===== config.mk =====
export PLATFORM = sky130hd
export DESIGN_NAME = seq_control
export DESIGN_NICKNAME = d
export VERILOG_FILES = /design/src/rtl/seq_control.sv
export SDC_FILE = /design/constraint.sdc
export NUM_CORES = 1
export LEC_CHECK = 0
export ABC_AREA = 0
export BUFFER_PORTS_ARGS = -buffer_cell sky130_fd_sc_hd__buf_2
export CORE_UTILIZATION = 41
export CTS_CLUSTER_DIAMETER = 60
export CTS_CLUSTER_SIZE = 14
export DETAILED_ROUTE_END_ITERATION = 10
export PLACE_DENSITY = 0.68
export SLEW_MARGIN = 20
export SYNTH_ARGS = -nofsm -noshare
export SYNTH_HDL_FRONTEND = slang
export SYNTH_SLANG_ARGS = --single-unit
export TNS_END_PERCENT = 30

===== constraint.sdc =====
create_clock -name clk -period 1.46 [get_ports clk]
set_input_delay 0.146 -clock clk [delete_from_list [all_inputs] [get_ports clk]]
set_output_delay 0.146 -clock clk [all_outputs]
set_load 0.05 [all_outputs]

===== src/rtl/seq_control.sv =====
// seq_control: VeriRISC instruction sequencer.
// Eight-phase fetch/decode/execute FSM with a memory-ready stall and timeout
// fault, a sticky halt state with resume, single-step mode and a counter of
// retired instructions.
//
// Ports:
//   clk, rst_           clock (rising edge), async active-low reset
//   opcode[2:0]         current IR opcode (HLT=0 .. JMP=7)
//   zero                accumulator-zero flag
//   mem_ready           memory read data valid (looked at only while stalling)
//   step_en, step       single-step mode enable / advance pulse
//   resume              leave HALTED
//   mem_rd .. mem_wr    datapath controls (combinational from state + opcode)
//   fault               memory timeout fault
//   state_o[3:0]        current state encoding
//   retired[CNT_W-1:0]  completed instruction count (wraps)
module seq_control #(
    parameter int TIMEOUT = 15,
    parameter int CNT_W   = 16
) (
    input  logic             clk,
    input  logic             rst_,
    input  logic [2:0]       opcode,
    input  logic             zero,
    input  logic             mem_ready,
    input  logic             step_en,
    input  logic             step,
    input  logic             resume,
    output logic             mem_rd,
    output logic             load_ir,
    output logic             halt,
    output logic             inc_pc,
    output logic             load_ac,
    output logic             load_pc,
    output logic             mem_wr,
    output logic             fault,
    output logic [3:0]       state_o,
    output logic [CNT_W-1:0] retired
);

    typedef enum logic [3:0] {
        INST_ADDR  = 4'd0,
        INST_FETCH = 4'd1,
        INST_LOAD  = 4'd2,
        IDLE       = 4'd3,
        OP_ADDR    = 4'd4,
        OP_FETCH   = 4'd5,
        ALU_OP     = 4'd6,
        STORE      = 4'd7,
        HALTED     = 4'd8,
        FAULT      = 4'd9
    } state_t;

    localparam logic [2:0] OP_HLT = 3'd0;
    localparam logic [2:0] OP_SKZ = 3'd1;
    localparam logic [2:0] OP_ADD = 3'd2;
    localparam logic [2:0] OP_AND = 3'd3;
    localparam logic [2:0] OP_XOR = 3'd4;
    localparam logic [2:0] OP_LDA = 3'd5;
    localparam logic [2:0] OP_STO = 3'd6;
    localparam logic [2:0] OP_JMP = 3'd7;

    // Stall counter only needs to reach TIMEOUT-1; the TIMEOUT-th stalled
    // edge goes to FAULT instead of incrementing.
    localparam int            WC_W    = (TIMEOUT > 1) ? $clog2(TIMEOUT) : 1;
    localparam logic [WC_W-1:0] WC_LAST = WC_W'((TIMEOUT > 0) ? TIMEOUT - 1 : 0);

    state_t            state_q, state_d;
    logic [WC_W-1:0]   wait_cnt_q, wait_cnt_d;
    logic [CNT_W-1:0]  retired_q, retired_d;
    logic              aluop;
    logic              stall;

    assign aluop = (opcode == OP_ADD) || (opcode == OP_AND) ||
                   (opcode == OP_XOR) || (opcode == OP_LDA);

    always_comb begin
        state_d    = state_q;
        wait_cnt_d = '0;
        retired_d  = retired_q;
        stall      = 1'b0;
        case (state_q)
            INST_ADDR:  if (!(step_en && !step)) state_d = INST_FETCH;
            INST_FETCH: if (mem_ready) state_d = INST_LOAD;
                        else           stall   = 1'b1;
            INST_LOAD:  state_d = IDLE;
            IDLE:       state_d = OP_ADDR;
            OP_ADDR:    state_d = (opcode == OP_HLT) ? HALTED : OP_FETCH;
            // Only ALU-class opcodes read an operand, so only they wait.
            OP_FETCH:   if (aluop && !mem_ready) stall   = 1'b1;
                        else                     state_d = ALU_OP;
            ALU_OP:     state_d = STORE;
            STORE: begin
                state_d   = INST_ADDR;
                retired_d = retired_q + 1'b1;
            end
            HALTED:     if (resume) state_d = INST_ADDR;
            FAULT:      state_d = FAULT;
            default:    state_d = INST_ADDR;
        endcase
        if (stall) begin
            if ((TIMEOUT > 0) && (wait_cnt_q == WC_LAST)) state_d = FAULT;
            else wait_cnt_d = wait_cnt_q + 1'b1;
        end
    end

    always_ff @(posedge clk or negedge rst_) begin
        if (!rst_) begin
            state_q    <= INST_ADDR;
            wait_cnt_q <= '0;
            retired_q  <= '0;
        end else begin
            state_q    <= state_d;
            wait_cnt_q <= wait_cnt_d;
            retired_q  <= retired_d;
        end
    end

    // Controls decode straight from the registered state so they take
    // effect in the same cycle the state is entered.
    always_comb begin
        mem_rd  = 1'b0;
        load_ir = 1'b0;
        halt    = 1'b0;
        inc_pc  = 1'b0;
        load_ac = 1'b0;
        load_pc = 1'b0;
        mem_wr  = 1'b0;
        case (state_q)
            INST_FETCH: mem_rd = 1'b1;
            INST_LOAD, IDLE: begin
                mem_rd  = 1'b1;
                load_ir = 1'b1;
            end
            OP_ADDR: begin
                halt   = (opcode == OP_HLT);
                inc_pc = 1'b1;          // also for HLT: PC is past HLT on resume
            end
            OP_FETCH: mem_rd = aluop;
            ALU_OP: begin
                mem_rd  = aluop;
                inc_pc  = (opcode == OP_SKZ) && zero;
                load_ac = aluop;
                load_pc = (opcode == OP_JMP);
            end
            STORE: begin
                mem_rd  = aluop;
                inc_pc  = (opcode == OP_JMP);
                load_ac = aluop;
                load_pc = (opcode == OP_JMP);
                mem_wr  = (opcode == OP_STO);
            end
            HALTED:  halt = 1'b1;
            default: ;
        endcase
    end

    assign fault   = (state_q == FAULT);
    assign state_o = state_q;
    assign retired = retired_q;

endmodule


# After elaboration in Yosys (flattened, before gate mapping)
# Cells that the tools add are included.
dict set report op_classes {
  n_reduce_logical 14
  addsub 2
  n_mux 20
  n_eq_ne 17
}
# op count
set ops {}
lappend ops {{$mux 4} 9}
lappend ops {{$pmux 4 s9} 1}
lappend ops {{$add 16x1->16 const B} 1}
lappend ops {{$eq 4x3->1 const B} 4}
lappend ops {{$eq 3x3->1 const B} 4}
lappend ops {{$eq 4x4->1 const B} 3}
lappend ops {{$eq 4x2->1 const B} 2}
lappend ops {{$eq 3x2->1 const B} 2}
lappend ops {{$mux 1} 6}
lappend ops {{$pmux 1 s2} 3}
lappend ops {{$reduce_or 3->1} 2}
lappend ops {{$add 4x1->4 const B} 1}
lappend ops {{$eq 4x1->1 const B} 1}
lappend ops {{$logic_not 4->1} 1}
lappend ops {{$reduce_or 2->1} 2}
lappend ops {{$eq 3x1->1 const B} 1}
lappend ops {{$logic_and 1x1->1} 3}
lappend ops {{$logic_not 3->1} 1}
lappend ops {{$logic_or 1x1->1} 3}
lappend ops {{$pmux 1 s3} 1}
lappend ops {{$logic_not 1->1} 2}
dict set report totals {
  word_cells 56
  input_bits 10
  regBits 24
  output_inout_bits 28
}

# Longest topological paths before layout
# Gate-level depths: netlist (run 1).
dict set report logic_depth {
  ltp_word 9
  ltp_mapped 6
  mapped_depth_nobuf 5
}

# Worst setup path before layout (run 1)
# OpenSTA, ideal clock, no wires.
dict set report synth_timing {
  kind {flip-flop to output port}
  from {register state_q[2], in the netlist state_o[2]}
  to {output port load_ac}
  path_stages_with_launch 4
  path_slack_ns -0.848
  arrival_time_ns 2.162
  required_ns 1.314
  path_buffers 1
  path_cell_list {dfrtp_1 clkbuf_1 nand2_1 nor3_1}
}
dict set report synth_between {
  elab_chain_cells 3
  elab_cells_between_ends 4
  classes_between {eq/ne: 2; mux: 1; reduce/logical: 1}
}
# item line_no
set synth_lines {}
lappend synth_lines {{start: declaration} 68} ;# state_t state_q, state_d;
lappend synth_lines {{start signal: assignment} 113} ;# state_q <= state_d;
lappend synth_lines {{$eq 4x3->1} 129} ;# case (state_q)
lappend synth_lines {{$reduce_or 2->1 (no line) *} --}
lappend synth_lines {{$mux 1 *} 129}
lappend synth_lines {{end: declaration} 33} ;# output logic load_ac,
# Every way passes the cells marked *; elsewhere a longest branch is shown, timed or not.

# Worst setup path in the final report (run 1)
dict set report layout_timing {
  from {register state_q[3], in the netlist state_o[3]}
  to {output port halt}
}
dict set report layout_between {
  elab_chain_cells 2
  elab_cells_between_ends 3
  classes_between {eq/ne: 2; mux: 1}
}
# item line_no
set layout_lines {}
lappend layout_lines {{$eq 4x4->1 / $eq 4x3->1 (equally long branches)} 129}
lappend layout_lines {{$pmux 1 s2 *} 129}
lappend layout_lines {{end: declaration} 31} ;# output logic halt,
# Marked as above.

==> impl_metrics.tcl, run 1 <==
set metrics [dict create \
    status "finished, violations left" \
    violations "design-rule violations, negative setup slack" \
    drc_errors 2 \
    yosysSeqAreaShare_pct 47.67 \
    syn_area_per_cell_um2 10.00 \
    synth_area_leaders "dfrtp_1, xnor2_1, nor2_1, nand3_1, ha_1" \
    final_cell_mix "buf_2, dfrtp_1, buf_4" \
    finalWirelength_um 2961 \
    slew_headroom_pct 64.94 \
    yosys_warnings 0 \
    die_h_um 57.44 \
    maxCapViolCount 0 \
    worstMarginPinSlew_ns 0.5258 \
    ant_nets 0 \
    pin_count 38 \
    htreeDepth 1 \
    rows 19 \
    required_ns 1.31 \
    multi_input_area_um2 734.5 \
    hold_path.class "input pin to register" \
    fillers 224 \
    netlist.area_leader.share_pct 47.67 \
    syn_nets 139 \
    cts_buffer_depth 2 \
    dr_total_vias 1124 \
    grt.total_usage_pct 19.15 \
    clock_sinks 24 \
    die_x_um 57.44 \
    port_buffers 37 \
    cp.arrival_ns 1.50 \
    clkSlewWorstSetupHoldPaths_ns 0.12 \
    drive_gt1_share_pct 45.86 \
    synth_top_cell_by_area "dfrtp_1" \
    core_um2 2829 \
    period_minus_slack_ns 1.643 \
    grt_pass1_vias 1102 \
    slew_viol_final 0 \
    seq_area_um2 608.1 \
    area_delta_synth_final_pct 44.98 \
    syn_inst 126 \
    fin_tns_setup_ns -0.6401 \
    p_leak_nw 0.8422 \
    gp_congestion 0.7804 \
    diodes 0 \
    cts_tree "done" \
    antenna_found_initial 0 \
    fin_nets 195 \
    vias_per_cell 5.302 \
    cts_buffers 3 \
    drt_iter0_markers 36 \
    rsz0062_at_grt "yes" \
    die-area_um2 3299 \
    grt_first_pass_wirelength_um 4843 \
    path_class "register to primary output" \
    fin_hold_ws_ns 0.1493 \
    worst_slack_ns -0.1828 \
    clk_latency_ns 0.31 \
    skew_ns 0.001927 \
    initial_core_util_pct 44.54 \
    power_density_nw_per_um2 1608 \
    min_period_over_period_pct 112.5 \
    yosysUniqueCellTypes 31 \
    yosys_register_bits 24 \
    cp_max_fo 8 \
    syn-cell-area_um2 1260 \
    startpoint_type "register" \
    grt_max_degree 25 \
    globalRouteOverflowTotal 0 \
    finalHoldViolCount 0 \
    crit_path_end_kind "primary output" \
    ir_drop_uv 987.8 \
    avgRoutedWirePerCell_um 13.97 \
    max_clock_freq_ghz 0.6087 \
    final_common_cell "buf_2" \
    dp_hpwl_um 2079 \
    setup_viol 9 \
    drt_pass1_iterations 7 \
    cts_root_buf "clkbuf_4" \
]
logic make-up (layout without fill, tap and decap cells):
family	Yosys count	after routing	synth area share, %
fa+ha+maj	3	3	2.979
flops	24	24	47.67
compound gates	15	15	9.435
simple gates	58	58	24.23
xor+xnor	18	18	12.51
buf+inv	7	62	2.283
mux	1	1	0.8937
cells in the mapped netlist:
cell       number
a31oi_1         1
a21oi_1         2
a2111oi_4       1
clkbuf_1        4
nor2b_1         2
nand2b_1        6
and3_1          3
nand2_1        10
inv_1           1
and4b_1         2
buf_2           2
dfrtp_1        24
and2_1          2
nand3_1         8
xnor2_1        14
a21o_1          1
nor3_1          5
mux2_2          1
nor2_1         11
xor2_1          4
o32a_1          1
and4_1          1
or3_1           1
o21bai_1        1
nand4_1         6
nor3b_1         1
o22a_1          1
a22oi_1         1
ha_1            3
o21ai_0         5
o31a_1          1
path summary, 6_finish.rpt:
path | depth (start not counted) | slack [ns] | end | from
max | 5 | -0.18 | halt | state_o[3]$_DFF_PN0_
min | 4 | 0.15 | wait_cnt_q[2]$_DFF_PN0_ | mem_ready
max reg2reg | 4 | -0.04 | state_o[2]$_DFF_PN0_ | state_o[1]$_DFF_PN0_
min reg2reg | 1 | 0.48 | retired[15]$_DFFE_PN0P_ | retired[15]$_DFFE_PN0P_
max in group asynchronous | 2 | 0.75 | state_o[3]$_DFF_PN0_ | rst_
min in group asynchronous | 2 | 0.33 | retired[0]$_DFFE_PN0P_ | rst_
per-layer routing:
metal	track usage [%]	wire [um]	vias to the layer above
met1	24.02	1223	552
li1	-	-	547
met5	0	0	-
met3	4.989	89	5
met2	32.06	1626	20
met4	6.272	22	0
power by group:
part	switching (W)	total [W]	internal (W)
clock	0.000192	0.000299	0.000107
sequential	0.000140	0.000917	0.000777
combinational	0.00104	0.00172	0.000685
total	0.00137	0.00294	0.00157
per-stage QoR:
stage	setup WS [ns]	cells	area [um2]	power (W)	util [%]
4_1_cts	-0.1724	208	1754	0.002837	62.01
5_1_grt	-0.2346	212	1827	0.003105	64.57
3_5_place_dp	-0.002656	200	1632	0.002397	57.67
3_3_place_gp	0.002609	200	1632	0.002351	57.67
6_report	-0.1828	212	1827	0.002938	64.57
2_1_floorplan	-0.1385	126	1355	0.002023	-
area by class of cell:
cell class	instances	share of cell area (%)
inverter	1	0.2055
timing repair buffer	57	22.74
multi-input combinational	95	40.21
clock buffer	4	1.438
tap	31	2.123
sequential	24	33.29
critical path: stages, from the launching register on:
cell and delay (ns):
dfrtp_2 0.44, buf_12 0.15, nand2b_4 0.14, o21ai_1 0.15, and2_4 0.16, buf_8 0.13
registers in the layout, indices dropped and copies added (netlist names):
register / flops
retired: 16
state_o: 4
wait_cnt_q: 4
timing repair:
item,in CTS,in global routing
setup buffers,3,4
pin swaps,4,3
setup endpoints to repair,13,19
hold buffers,1,0
endpoints found under the hold margin,24,0
resized for setup,22,11
Power figures use the tool's default switching activity.
==> run 2: changes to the inputs <==
--- a/config.mk
+++ b/config.mk
@@ -11,8 +11,7 @@
 export CTS_CLUSTER_DIAMETER = 60
 export CTS_CLUSTER_SIZE = 14
 export DETAILED_ROUTE_END_ITERATION = 10
-export PLACE_DENSITY = 0.68
-export SLEW_MARGIN = 20
+export PLACE_DENSITY = 0.66
 export SYNTH_ARGS = -nofsm -noshare
 export SYNTH_HDL_FRONTEND = slang
 export SYNTH_SLANG_ARGS = --single-unit
==> constraint.sdc (replaced) <==
create_clock -name clk -period 1.9 [get_ports clk]
set_input_delay 0.19 -clock clk [delete_from_list [all_inputs] [get_ports clk]]
set_output_delay 0.19 -clock clk [all_outputs]
set_load 0.05 [all_outputs]
==> run 2 against run 1 <==
The flow finishes with violations (design-rule violations); largest power group unchanged; die area is the same; count of clock-buffer cells in the layout did not move; global-route usage decreased by 1.9 points; via count decreased by 5.7%; hold slack better by 0.10 ns; wire length decreased by 12%.
==> impl_metrics.tcl, run 2 (same netlist as run 1, synthesis figures left out) <==
set metrics [dict create \
    period_minus_slack_ns 1.775 \
    grt_max_degree 25 \
    pin_count 38 \
    maxCapViolCount 0 \
    slew_viol_final 0 \
    path_class "register to primary output" \
    hold_path.class "input pin to register" \
    grt_pass1_vias 1027 \
    final_cell_mix "buf_2, dfrtp_1, xnor2_1" \
    rsz0062_at_grt "no" \
    worstMarginPinSlew_ns 0.5252 \
    setup_viol 0 \
    max_clock_freq_ghz 0.5633 \
    drc_errors 3 \
    ant_nets 0 \
    final_common_cell "buf_2" \
    required_ns 1.71 \
    slew_headroom_pct 64.99 \
    grt.total_usage_pct 17.27 \
    finalWirelength_um 2597 \
    fin_hold_ws_ns 0.2528 \
    core_um2 2829 \
    fin_nets 180 \
    p_leak_nw 0.7621 \
    power_density_nw_per_um2 1254 \
    initial_core_util_pct 44.54 \
    startpoint_type "register" \
    avgRoutedWirePerCell_um 13.18 \
    multi_input_area_um2 646.9 \
    drive_gt1_share_pct 30.72 \
    cts_buffer_depth 2 \
    cp_max_fo 12 \
    dp_hpwl_um 1919 \
    finalHoldViolCount 0 \
    htreeDepth 1 \
    cts_tree "done" \
    violations "design-rule violations" \
    drt_pass1_iterations 7 \
    ir_drop_uv 845.8 \
    min_period_over_period_pct 93.44 \
    diodes 0 \
    die_x_um 57.44 \
    crit_path_end_kind "primary output" \
    largest_register_ff_count 16 \
    die-area_um2 3299 \
    clk_latency_ns 0.31 \
    cts_buffers 3 \
    port_buffers 37 \
    status "finished, violations left" \
    clkSlewWorstSetupHoldPaths_ns 0.13 \
    postCtsSetupRepairBufs 0 \
    worst_slack_ns 0.1247 \
    globalRouteOverflowTotal 0 \
    fillers 262 \
    clock_sinks 24 \
    skew_ns 0.009226 \
    grt_first_pass_wirelength_um 4485 \
    cp.arrival_ns 1.59 \
    rows 19 \
    cts_root_buf "clkbuf_4" \
    antenna_found_initial 0 \
    dr_total_vias 1060 \
    seq_area_um2 600.6 \
    drt_iter0_markers 30 \
    gp_congestion 0.8992 \
    die_h_um 57.44 \
    place_ws_ns 0.4027 \
    area_delta_synth_final_pct 23.14 \
    vias_per_cell 5.381 \
]
-- run 2: changes by cell type in the layout (fill, tap and decap cells not counted), moves of 2 or more --
cell	change
nor2_4	-3
nand3_2	-2
buf_4	-11
nor2_1	+3
buf_2	+8
nor3_4	-3
nand3_1	+2
dfrtp_1	+6
nor3_1	+2
dfrtp_2	-6
buf_6	-10
-- run 2: final cells by class --
type	count	share of cell area (%)
Multi-Input combinational cell	95	41.69
Sequential cell	24	38.71
Timing Repair Buffer	42	14.52
Tap cell	31	2.500
Clock buffer	4	2.339
Inverter	1	0.2419
-- run 2: layer usage --
metal | vias to the layer above | part of all wire (%) | track usage (%)
li1 | 519 | - | -
met1 | 517 | 47 | 22.58
met2 | 22 | 48 | 28.57
met3 | 2 | 4.6 | 4.989
met4 | 0 | 0.39 | 3.484
met5 | - | 0 | 0
-- run 2: what timing repair did --
action / in CTS / in global routing
hold buffers: 1 / 0
gates resized for setup: 0 / 1
endpoints found under the hold margin: 24 / 0
setup endpoints to repair: 0 / 1
-- run 2: worst paths after layout --
path | endpoint | slack [ns] | cells after the start | from
min in group asynchronous | retired[2]$_DFFE_PN0P_ | 0.37 | 2 | rst_
worst max-delay path | halt | 0.12 | 5 | state_o[3]$_DFF_PN0_
worst min register to register | retired[15]$_DFFE_PN0P_ | 0.49 | 1 | retired[15]$_DFFE_PN0P_
worst min-delay path | wait_cnt_q[2]$_DFF_PN0_ | 0.25 | 4 | mem_ready
worst max register to register | retired[13]$_DFFE_PN0P_ | 0.43 | 4 | state_o[0]$_DFF_PN0_
max in group asynchronous | state_o[0]$_DFF_PN0_ | 1.17 | 2 | rst_
-- run 2: critical path: stages, from the launching register on --
cell and delay [ns]:
dfrtp_1 0.39, buf_4 0.18, nand2b_1 0.18, o21ai_0 0.14
and2_1 0.13, buf_2 0.25
-- run 2: where the power goes --
part           internal, W  total [W]  leakage, nW  switching (W)
combinational     0.000305    0.00100        0.417       0.000697
sequential        0.000590   0.000681        0.325      0.0000913
clock             0.000117   0.000263       0.0210       0.000146
-- run 2: stage by stage --
stage	area (um2)	utilization, %	setup TNS (ns)	cells	power (W)
2_1_floorplan	1275	-	-0.7935	126	0.001436
3_3_place_gp	1504	53.16	0	192	0.001664
3_5_place_dp	1504	53.16	0	192	0.001688
4_1_cts	1550	54.80	0	197	0.001957
5_1_grt	1551	54.84	0	197	0.002063
6_report	1551	54.84	0	197	0.001946
==> run 3: changes to the inputs <==
--- a/config.mk
+++ b/config.mk
@@ -7,11 +7,11 @@
 export LEC_CHECK = 0
 export ABC_AREA = 0
 export BUFFER_PORTS_ARGS = -buffer_cell sky130_fd_sc_hd__buf_2
-export CORE_UTILIZATION = 41
+export CORE_UTILIZATION = 54
 export CTS_CLUSTER_DIAMETER = 60
 export CTS_CLUSTER_SIZE = 14
 export DETAILED_ROUTE_END_ITERATION = 10
-export PLACE_DENSITY = 0.66
+export PLACE_DENSITY = 0.83
 export SYNTH_ARGS = -nofsm -noshare
 export SYNTH_HDL_FRONTEND = slang
 export SYNTH_SLANG_ARGS = --single-unit
==> run 3 against run 2 <==
The run now ends clean; count of clock-buffer cells in the layout decreased by 1; die area fell by 23%; sequential cell count stayed put; first-iteration DRC count is 50% lower.
==> impl_metrics.tcl, run 3 (same netlist as run 1, synthesis figures left out) <==
set metrics [dict create \
    period_minus_slack_ns 1.794 \
    dr_wl_met3_um 86 \
    min_delay_worst_endpoint "wait_cnt_q[1]$_DFF_PN0_" \
    maxCapViolCount 0 \
    instances_no_fill 193 \
    clkSlewWorstSetupHoldPaths_ns 0.14 \
    dr_total_vias 1077 \
    drc_errors 0 \
    cp.arrival_ns 1.60 \
    grt_max_degree 25 \
    final_common_cell "buf_2" \
    topRoutingLayerUsed "met4" \
    skew_ns 0.01015 \
    slew_headroom_pct 64.49 \
    drt_pass1_iterations 4 \
    max_clock_freq_ghz 0.5574 \
    fin_nets 179 \
    area_delta_synth_final_pct 23.83 \
    postCtsSetupRepairBufs 0 \
    pin_count 38 \
    final_cell_mix "buf_2, dfrtp_1, xnor2_1" \
    worstMarginPinSlew_ns 0.5327 \
    port_buffers 37 \
    drive_gt1_share_pct 30.91 \
    avgRoutedWirePerCell_um 13.98 \
    grt.total_usage_pct 23.05 \
    power_density_nw_per_um2 1306 \
    antenna_found_initial 0 \
    required_ns 1.71 \
    cp_max_fo 13 \
    cts_tree "done" \
    path_class "register to primary output" \
    timing.rr.end "retired[14]$_DFFE_PN0P_" \
    die_x_um 50.31 \
    utilization_pct 70.53 \
    rsz0062_at_grt "no" \
    dp_hpwl_um 1950 \
    startpoint_type "register" \
    r2r_cells 4 \
    finalWirelength_um 2699 \
    globalRouteOverflowTotal 0 \
    initial_core_util_pct 56.96 \
    rr_startpoint "state_o[0]$_DFF_PN0_" \
    cts_buffers 3 \
    reg2reg_slack_ns 0.34 \
    crit_path_end_kind "primary output" \
    slew_viol_final 0 \
    min_period_over_period_pct 94.43 \
    htreeDepth 1 \
    cts_buffer_depth 2 \
    cts_root_buf "clkbuf_4" \
    ir_drop_uv 1223 \
    diodes 0 \
    clock_sinks 24 \
    setup_viol 0 \
    dp.cells 188 \
    drt_iter0_markers 15 \
    status "completed" \
    hold_path.class "input pin to register" \
    clk_latency_ns 0.32 \
    die-area_um2 2531 \
    min_path_cells 4 \
    ant_nets 0 \
    grt_pass1_vias 975 \
    rows 17 \
    hp-start "mem_ready" \
    largest_register_ff_count 16 \
    wl_met1_um 1159 \
    fin_hold_ws_ns 0.2337 \
    die_h_um 50.31 \
    wl_met2_um 1414 \
    grt_first_pass_wirelength_um 4367 \
    finalHoldViolCount 0 \
    vias_per_cell 5.580 \
    p_leak_nw 0.7626 \
    core_um2 2212 \
    gp_congestion 0.7916 \
]
run 3: cell count changes in the layout (fill, tap and decap cells not counted):
cell and change:
buf_2 -1, buf_4 -1, bufinv_16 +1, dfrtp_1 -1, dfrtp_2 +1, clkbuf_4 +1, clkbuf_8 -1
run 3: where the power goes:
group,switching (W),internal (W)
Sequential,0.000109,0.000592
Combinational,0.000670,0.000292
Clock,0.000161,0.000213
Total,0.000940,0.00110
run 3: stage by stage:
step	setup TNS, ns	total power, W	instance area, um2	setup WS [ns]
2_1_floorplan	-0.7935	0.001436	1275	-0.3827
3_3_place_gp	0	0.001636	1493	0.3313
3_5_place_dp	0	0.001659	1493	0.2764
4_1_cts	0	0.002040	1556	0.05513
5_1_grt	0	0.002143	1560	0.02675
6_report	0	0.002038	1560	0.1059
run 3: worst max path at each step:
stage / to / slack, ns / from / cells after the start
floorplan: mem_rd / -0.38 / state_o[2]$_DFF_PN0_ / 3
global placement: retired[8]$_DFFE_PN0P_ / 0.33 / state_o[0]$_DFF_PN0_ / 4
detailed placement: retired[8]$_DFFE_PN0P_ / 0.28 / state_o[0]$_DFF_PN0_ / 4
CTS: mem_wr / 0.06 / state_o[0]$_DFF_PN0_ / 3
global route: mem_wr / 0.03 / state_o[0]$_DFF_PN0_ / 3
finish: mem_wr / 0.11 / state_o[0]$_DFF_PN0_ / 3
run 3: metal layers:
| metal | up-vias | track usage, % |
|---|---|---|
| met5 | - | 0 |
| met1 | 526 | 27.79 |
| li1 | 515 | - |
| met2 | 32 | 40.89 |
| met3 | 4 | 3.030 |
| met4 | 0 | 9.722 |
run 3: final cells by class:
cell class              count  area [um2]
flip-flops and latches     24       601.8
inverters                   1       3.754
well taps                  28       35.03
fillers                   182       651.9
repair buffers             41       220.2
clock inverters             1       30.03
clock buffers               3       22.52
multi-input cells          95       646.9
run 3: critical path: stages, from the launching register on:
cell and delay [ns]:
dfrtp_2 0.49, and4b_2 0.33, and4b_1 0.21, buf_2 0.26
run 3: timing repair:
item                                    4_1_cts  5_1_grt
hold buffers                                  1        0
endpoints found under the setup margin        1        2
endpoints found under the hold margin        24        0
pin swaps                                     0        0
gates resized for setup                       1        2
